`src/rtl/ham_pkg.sv`:
```
// Shared widths and code layout for the Hamming(17,12) decoder.
// Code positions are 1-based; bit i of a codeword carries position i+1.
package ham_pkg;

  localparam int K       = 12;
  localparam int N       = 17;
  localparam int R       = 5;
  localparam int SYN_MAX = 17;

  // Code position of each information bit d0..d11.
  localparam int DATA_POS [K] = '{3, 5, 6, 7, 9, 10, 11, 12, 13, 14, 15, 17};

  typedef logic [K-1:0] data_t;
  typedef logic [N-1:0] code_t;
  typedef logic [R-1:0] syn_t;

endpackage

```
`src/rtl/bit_com.sv`:
```
// Combinational Hamming distance between two information words.
module bit_com
  import ham_pkg::*;
(
  input  logic [K-1:0] a,
  input  logic [K-1:0] b,
  output logic [3:0]   distance
);

  logic [K-1:0] diff;

  assign diff = a ^ b;

  // NOTE: every variable written in always_comb gets a default first,
  // otherwise paths that skip an assignment infer a latch.
  always_comb begin
    distance = '0;
    for (int i = 0; i < K; i++) begin
      distance = distance + {3'b000, diff[i]};
    end
  end

endmodule

```
`src/rtl/ham_dec.sv`:
```
// Hamming(17,12) single-error-correcting decoder with one output register
// stage; also reports the distance of the estimate from a reference word.
module ham_dec
  import ham_pkg::*;
(
  input  logic         clk,
  input  logic         rst_n,
  input  logic         in_valid,
  input  logic [N-1:0] codeword,
  input  logic [K-1:0] ref_bits,
  output logic         out_valid,
  output logic [K-1:0] esti_bits,
  output logic [R-1:0] syndrome,
  output logic         corrected,
  output logic         uncorrectable,
  output logic [3:0]   ham_dis
);

  syn_t  syn_c;
  code_t fixed_c;
  data_t data_c;
  logic  corr_c;
  logic  unc_c;
  logic [3:0] dis_c;

  // Syndrome is the XOR of the indices of all set positions, so a single
  // flipped bit leaves exactly its own position behind.
  always_comb begin
    syn_c = '0;
    for (int p = 1; p <= N; p++) begin
      if (codeword[p-1]) syn_c = syn_c ^ syn_t'(p);
    end
  end

  // Syndromes above SYN_MAX point past the word and are left uncorrected.
  always_comb begin
    fixed_c = codeword;
    corr_c  = 1'b0;
    unc_c   = 1'b0;
    if (syn_c > syn_t'(SYN_MAX)) begin
      unc_c = 1'b1;
    end else if (syn_c != '0) begin
      corr_c = 1'b1;
      for (int p = 1; p <= N; p++) begin
        if (syn_c == syn_t'(p)) fixed_c[p-1] = ~codeword[p-1];
      end
    end
  end

  always_comb begin
    data_c = '0;
    for (int i = 0; i < K; i++) begin
      data_c[i] = fixed_c[DATA_POS[i]-1];
    end
  end

  bit_com u_bit_com (
    .a        (data_c),
    .b        (ref_bits),
    .distance (dis_c)
  );

  // NOTE: sequential state is assigned with non-blocking (<=) so every
  // register samples the pre-edge values regardless of statement order.
  always_ff @(posedge clk or negedge rst_n) begin
    if (!rst_n) begin
      out_valid     <= 1'b0;
      esti_bits     <= '0;
      syndrome      <= '0;
      corrected     <= 1'b0;
      uncorrectable <= 1'b0;
      ham_dis       <= '0;
    end else begin
      out_valid <= in_valid;
      if (in_valid) begin
        esti_bits     <= data_c;
        syndrome      <= syn_c;
        corrected     <= corr_c;
        uncorrectable <= unc_c;
        ham_dis       <= dis_c;
      end
    end
  end

endmodule

```
`config.mk`:
```
export PLATFORM = sky130hd
export DESIGN_NAME = ham_dec
export DESIGN_NICKNAME = d
export VERILOG_FILES = /design/src/rtl/ham_pkg.sv /design/src/rtl/bit_com.sv /design/src/rtl/ham_dec.sv
export SDC_FILE = /design/constraint.sdc
export NUM_CORES = 1
export LEC_CHECK = 0
export BUFFER_PORTS_ARGS = -buffer_cell sky130_fd_sc_hd__buf_2
export CAP_MARGIN = 20
export CORE_MARGIN = 4
export CORE_UTILIZATION = 30
export CTS_CLUSTER_DIAMETER = 100
export DETAILED_ROUTE_END_ITERATION = 10
export RECOVER_POWER = 50
export SLEW_MARGIN = 0
export SYNTH_ARGS = -nofsm -noshare
export SYNTH_HDL_FRONTEND = slang
export SYNTH_SLANG_ARGS = --single-unit
```
`constraint.sdc`:
```
create_clock -name clk -period 1.2 [get_ports clk]
set_input_delay 0.24 -clock clk [delete_from_list [all_inputs] [get_ports clk]]
set_output_delay 0.24 -clock clk [all_outputs]
set_load 0.05 [all_outputs]
```
After elaboration in Yosys (flattened, before gate mapping)
Index checks and enable logic that the tools add are counted.
Widths: inputs -> output; s select.

operators by class
  add/sub/neg operators = 11
  magnitude comparators = 1
  reductions and logical operators = 1
  mux-type cells = 39
  bitwise logic cells = 34
  equal/unequal tests = 17

operators with widths
  operator            number
  $add 4x1->4         10
  $eq 5x4->1 const B  8
  $mux 17             2
  $mux 4              8
  $mux 1              21
  $eq 5x3->1 const B  4
  $not 1->1           17
  $not 2->2           7
  $mux 3              4
  $not 3->3           4
  $xor 12x12->12      1
  $eq 5x2->1 const B  2
  $eq 5x5->1 const B  2
  $mux 5              2
  $eq 5x1->1 const B  1
  $gt 5x5->1 const B  1
  $reduce_bool 5->1   1
  $mux 2              2
  $not 1->1 const A   4
  $not 4->4           1
  $add 1x1->2         1

storage, ports and cells
  word-level logic and storage cells = 109
  output and inout bits = 24
  register bits after elaboration = 24

Longest topological paths before layout
  depth after elaboration = 45
  depth in mapped cells = 17

Cells and area by module
A second synthesis with hierarchy kept.

second synthesis, totals
  cells, all modules = 169
  area total of the unflattened synthesis = 1,924.3 um^2

by module, submodules not included
  module   times used  area each (um^2)  seq. area each (um^2)  cells an instance
  ham_dec  1           1,584.0           600.6                  136
  bit_com  1           340.3             0.0                    33

Worst setup path before layout
OpenSTA, ideal clock, no wires.

  kind = input-to-reg
  start = input codeword[16]
  end = register ham_dis[1]
  data arrival time = 4,828 ps
  required time = 1,117 ps
  slack = -3,710 ps
  path buffers = 0
  stages on the path = 16
  library setup time = 83 ps
  cells stage by stage = xor3_2 -> xnor2_2 -> nand3_1 -> a2111oi_2 -> xnor2_1 -> xnor2_1 -> ha_1 -> fa_1 -> fa_1 -> inv_1 -> fa_1 -> inv_1 -> fa_1 -> inv_1 -> fa_1 -> o21ai_0

on the way
  word-level cells in the longest chain between the ends = 17
  elaborated cells between the ends (all ways) = 42
  classes of those cells = add/sub: 11; order compare: 1; eq/ne: 12; mux: 15; bitwise: 2; reduce/logical: 1

RTL lines
  item                                      RTL line       RTL
  start: declaration                        ham_dec.sv:9   input logic [N-1:0] codeword,
  $mux 5                                    ham_dec.sv:31  if (codeword[p-1]) syn_c = syn_c ^ syn_t'(p);
  $eq 5x2->1 or $eq 5x3->1 (tied branches)  ham_dec.sv:45  if (syn_c == syn_t'(p)) fixed_c[p-1] = ~codeword[p-1];
  $mux 1                                    ham_dec.sv:45
  $mux 17                                   ham_dec.sv:42  end else if (syn_c != '0) begin
  $mux 17 *                                 ham_dec.sv:40  if (syn_c > syn_t'(SYN_MAX)) begin
  $xor 12x12->12 *                          bit_com.sv:12  assign diff = a ^ b;
  $add 1x1->2                               bit_com.sv:19  distance = distance + {3'b000, diff[i]};
  $add 4x1->4 (9 in a row)                  bit_com.sv:19
  $add 4x1->4 *                             bit_com.sv:19
  end signal: assignment                    ham_dec.sv:80  ham_dis <= dis_c;
  end: declaration                          ham_dec.sv:16  output logic [3:0] ham_dis

Mark *: on every way between the ends. The rest lies on a longest branch, timed or not.
A chain may end at the register's enable or synchronous reset.

Worst setup path in the final report
  start = input codeword[8]
  end = register ham_dis[2]

on the way
  word-level cells in the longest chain between the ends = 31
  elaborated cells between the ends (all ways) = 57
  classes of those cells = add/sub: 11; order compare: 1; eq/ne: 12; mux: 23; bitwise: 9; reduce/logical: 1

RTL lines
  item                                      RTL line
  $mux 4                                    ham_dec.sv:31
  $not 2->2 (no line)                       --
  $mux 4                                    ham_dec.sv:31
  $not 3->3 (no line)                       --
  $mux 4                                    ham_dec.sv:31
  $not 2->2 (no line)                       --
  $mux 4                                    ham_dec.sv:31
  $not 3->3 (no line)                       --
  (+7 left out)                             --
  $eq 5x2->1 or $eq 5x3->1 (tied branches)  ham_dec.sv:45
  $mux 1                                    ham_dec.sv:45
  $mux 17                                   ham_dec.sv:42
  $mux 17 *                                 ham_dec.sv:40
  $xor 12x12->12 *                          bit_com.sv:12
  $add 1x1->2                               bit_com.sv:19
  $add 4x1->4 (9 in a row)                  bit_com.sv:19
  $add 4x1->4 *                             bit_com.sv:19

Marked as above.

==> results.json <==
{
  "netlist-cell-type-count": 27,
  "floorplan.die_area_sq_mm": 0.007875,
  "tritoncts_num_sinks": 24,
  "timing.critical_path.mode_cell": "fa_1",
  "worst_setup_path_start_kind": "input port",
  "routed-wl-met3_um": 253,
  "diodes_inserted": 0,
  "top_level_ports": 56,
  "synth.ff_latch_count": 24,
  "worstReg2RegStart": "uncorrectable$_DFFE_PN0P_",
  "fmaxAchievable_mhz": 221.3,
  "antenna_found_initial": 0,
  "wl_met1_um": 2273,
  "wire_per_inst_um": 14.28,
  "final_layout_size_suffix_gt1_frac": 0.6446,
  "antenna_violating_nets_remaining": 0,
  "net_count_final": 332,
  "sequential_cell_area_fraction_in_the_yosys_report": 0.3071,
  "detail_route.drc_violations": 0,
  "detail_route.iter0.violations": 26,
  "layout_setup_ws_ns": -3.318,
  "via_count": 1605,
  "hold_path_class": "input port to flop",
  "report.final.hold_viol_count": 0,
  "worst_setup_path_end_kind": "flop",
  "total_cts_buffers": 3,
  "place_hpwl_um": 4178,
  "layout-area-overhead-vs-synth_pct": 77.99,
  "critical_path_depth": 18,
  "critical_path.endpoint": "ham_dis[2]$_DFFE_PN0P_",
  "die_y_um": 88.74,
  "grt-ovfl-total": 0,
  "synth-warning-count": 0,
  "worst-r2r-setup-slack_ns": 0.42,
  "min_period_over_period": 3.765,
  "power_density_mw_per_mm2": 1801,
  "data_arrival_time_at_the_worst_slack_endpoint_ns": 4.66,
  "critPathBufInv": 4,
  "buffer_ports.inserted": 55,
  "transition_at_the_pin_with_the_smallest_max_transition_slack_ns": 0.7025,
  "crit_fanout": 4,
  "syn-mean-instance-area_sq_um": 11.50,
  "ir_drop_uv": 1121,
  "period_minus_slack_ns": 4.518,
  "detail_route.wirelength_um": 5197,
  "worstPathRequired_ns": 1.35,
  "htree_num_levels": 1,
  "asyncSetResetFlopFracSynth": 1.000,
  "core_area_sq_mm": 0.006350,
  "rsz0062_at_grt": "yes",
  "run_status": "finished, violations left",
  "die_x_um": 88.74,
  "global_route.usage.total": 0.1373,
  "cts_tree": "done",
  "synth_area_sq_mm": 0.001956,
  "cpPeakStageDelay_ns": 0.50,
  "route.detailed.vias_per_inst": 4.409,
  "number_of_detailed_route_iterations_in_the_first_pass": 4,
  "gp_congestion": 0.8311,
  "synthCells": 170,
  "worst_r2r_endpoint": "uncorrectable$_DFFE_PN0P_",
  "synth_enable_flop_cells": 0,
  "max-clock-path-buffers": 2,
  "layout.cells.non_filler": 364,
  "grt_pass1_wl_um": 8362,
  "syn-num-nets": 213,
  "floorplan.rows": 29,
  "count_of_cells_along_the_worst_register_to_register_path": 1,
  "later_pin_clock_latency_in_the_skew_report_ns": 0.26,
  "setup_viol": 22,
  "dpl.cell_count": 351,
  "grt_max_degree": 25,
  "clkTransAtPathRegs_ns": 0.08,
  "synthFlopType": "dfrtp_1",
  "first_global_vias": 1682,
  "violations_in_the_final_reports": "negative setup slack",
  "power_uw": 6268,
  "topmost_layer_with_routed_signal_wires": "met4",
  "tns_ns": -23.72,
  "fillerInstances": 533,
  "cts-root-buf": "clkbuf_8",
  "crit_family": "adder cells",
  "leakage_dissipation_uw": 0.001433,
  "finalClockSkew_ns": 0,
  "critical-path-slowest-cell": "fa_1",
  "worst-setup-path-type": "input port to flop",
  "drv_slew": 0,
  "utilization": 0.5482,
  "worst_slew_margin_rel": 0.5316,
  "crit_start": "codeword[8]",
  "maxCapViolCount": 0,
  "start_util": 0.3080,
  "detailroute.wirelength.met2_um": 2658,
  "worstPathCellList": "buf_6 -> xor3_2 -> xnor2_2 -> nand3_2 -> a2111oi_4 -> xnor2_2 -> xnor2_1 -> ha_1 -> fa_1 -> fa_1 -> inv_1 -> fa_1 -> inv_1 -> fa_2 -> inv_2 -> fa_2 -> xnor2_1 -> mux2_2"
}
-- sequential cells by signal, summed over array words and instances, names as in the netlist --
name / count
esti_bits: 12
syndrome: 5
ham_dis: 4
corrected: 1
out_valid: 1
uncorrectable: 1
-- cells in the mapped netlist (all sizes together) (2+ instances only) --
cell | number | area (sq um)
ha | 4 | 50.05
nand3 | 8 | 60.06
xor2 | 12 | 183.9
a21oi | 18 | 90.09
mux2 | 4 | 45.04
a2111oi | 12 | 173.9
fa | 7 | 140.1
inv | 10 | 37.54
nor2 | 17 | 63.81
a21o | 2 | 15.01
dfrtp | 24 | 600.6
clkbuf | 4 | 15.01
xnor2 | 40 | 414.2
-- how the worst min path moves through the flow --
stage	from	to	slack, ns	depth (start not counted)
2_1_floorplan	rst_n	corrected$_DFFE_PN0P_	-0.06	0
3_3_place_gp	rst_n	ham_dis[0]$_DFFE_PN0P_	0.26	1
3_5_place_dp	rst_n	out_valid$_DFF_PN0_	0.26	1
4_1_cts	in_valid	out_valid$_DFF_PN0_	0.26	1
5_1_grt	codeword[13]	esti_bits[9]$_DFFE_PN0P_	0.40	4
6_report	codeword[13]	esti_bits[9]$_DFFE_PN0P_	0.40	4
-- metal layers --
metal  up-vias  track usage
met1       752       0.1890
met3         2      0.02700
met2        44       0.2341
met4         0     0.008242
met5         -            0
li1        807            -
-- metrics by stage --
step           setup slack, ns  instance area (sq um)  hold WS, ns
6_report                -3.318                   3481       0.3994
5_1_grt                 -3.534                   3481       0.3973
4_1_cts                 -3.354                   3311       0.2559
3_5_place_dp            -3.687                   2985       0.2624
3_3_place_gp            -3.609                   2985       0.2618
2_1_floorplan           -3.411                   2177     -0.05559
-- power breakdown --
part           switching (uW)  total, uW  internal [uW]
clock network             238        462            224
registers                 106       1130           1020
logic                    2590       4680           2080
-- placed cells by master (no fill, tap or decap), types with 3 or more instances in the layout --
cell / n
a2111oi_4: 7
a21oi_2: 4
xor2_4: 7
inv_1: 9
mux2_2: 3
xnor2_1: 18
nor2_1: 17
clkbuf_8: 3
a21oi_1: 14
xor2_1: 3
fa_1: 5
buf_8: 3
buf_12: 4
ha_1: 4
xnor2_4: 11
nand3_2: 3
buf_4: 44
dfrtp_1: 24
nand3_4: 5
xnor2_2: 11
buf_2: 45
a2111oi_2: 5
buf_6: 19
-- worst min-delay path, stage by stage --
cell and delay [ns]:
buf_8 0.09, buf_12 0.11, xnor2_2 0.12, a21oi_1 0.06
-- kinds of logic (layout without fill, tap and decap cells) --
logic type               after synthesis  in the layout  synth area share
flip-flops                            24             24            0.3071
buffers and inverters                 15            132           0.02879
XOR/XNOR                              53             53            0.3186
AO/OA/AOI/OAI                         35             35            0.1523
AND/OR/NAND/NOR                       27             27           0.06781
multiplexers                           5              5           0.02815
adder cells (fa/ha/maj)               11             11           0.09725
-- timing repair --
action,CTS,global route
buffers inserted,7,3
endpoints found under the setup margin,22,22
resized for setup,42,25
pin swaps,14,7
hold buffers,1,0
cloned,0,0
hold endpoints to repair,24,0
-- final cells by class --
type | instances | area [sq um] | share of cell area
Clock buffer | 3 | 41.29 | 0.01186
Inverter | 10 | 37.54 | 0.01078
Multi-Input combinational cell | 131 | 1788 | 0.5137
Sequential cell | 24 | 600.6 | 0.1725
Tap cell | 77 | 96.34 | 0.02768
Timing Repair Buffer | 119 | 917.1 | 0.2635
Power figures use the tool's default switching activity.
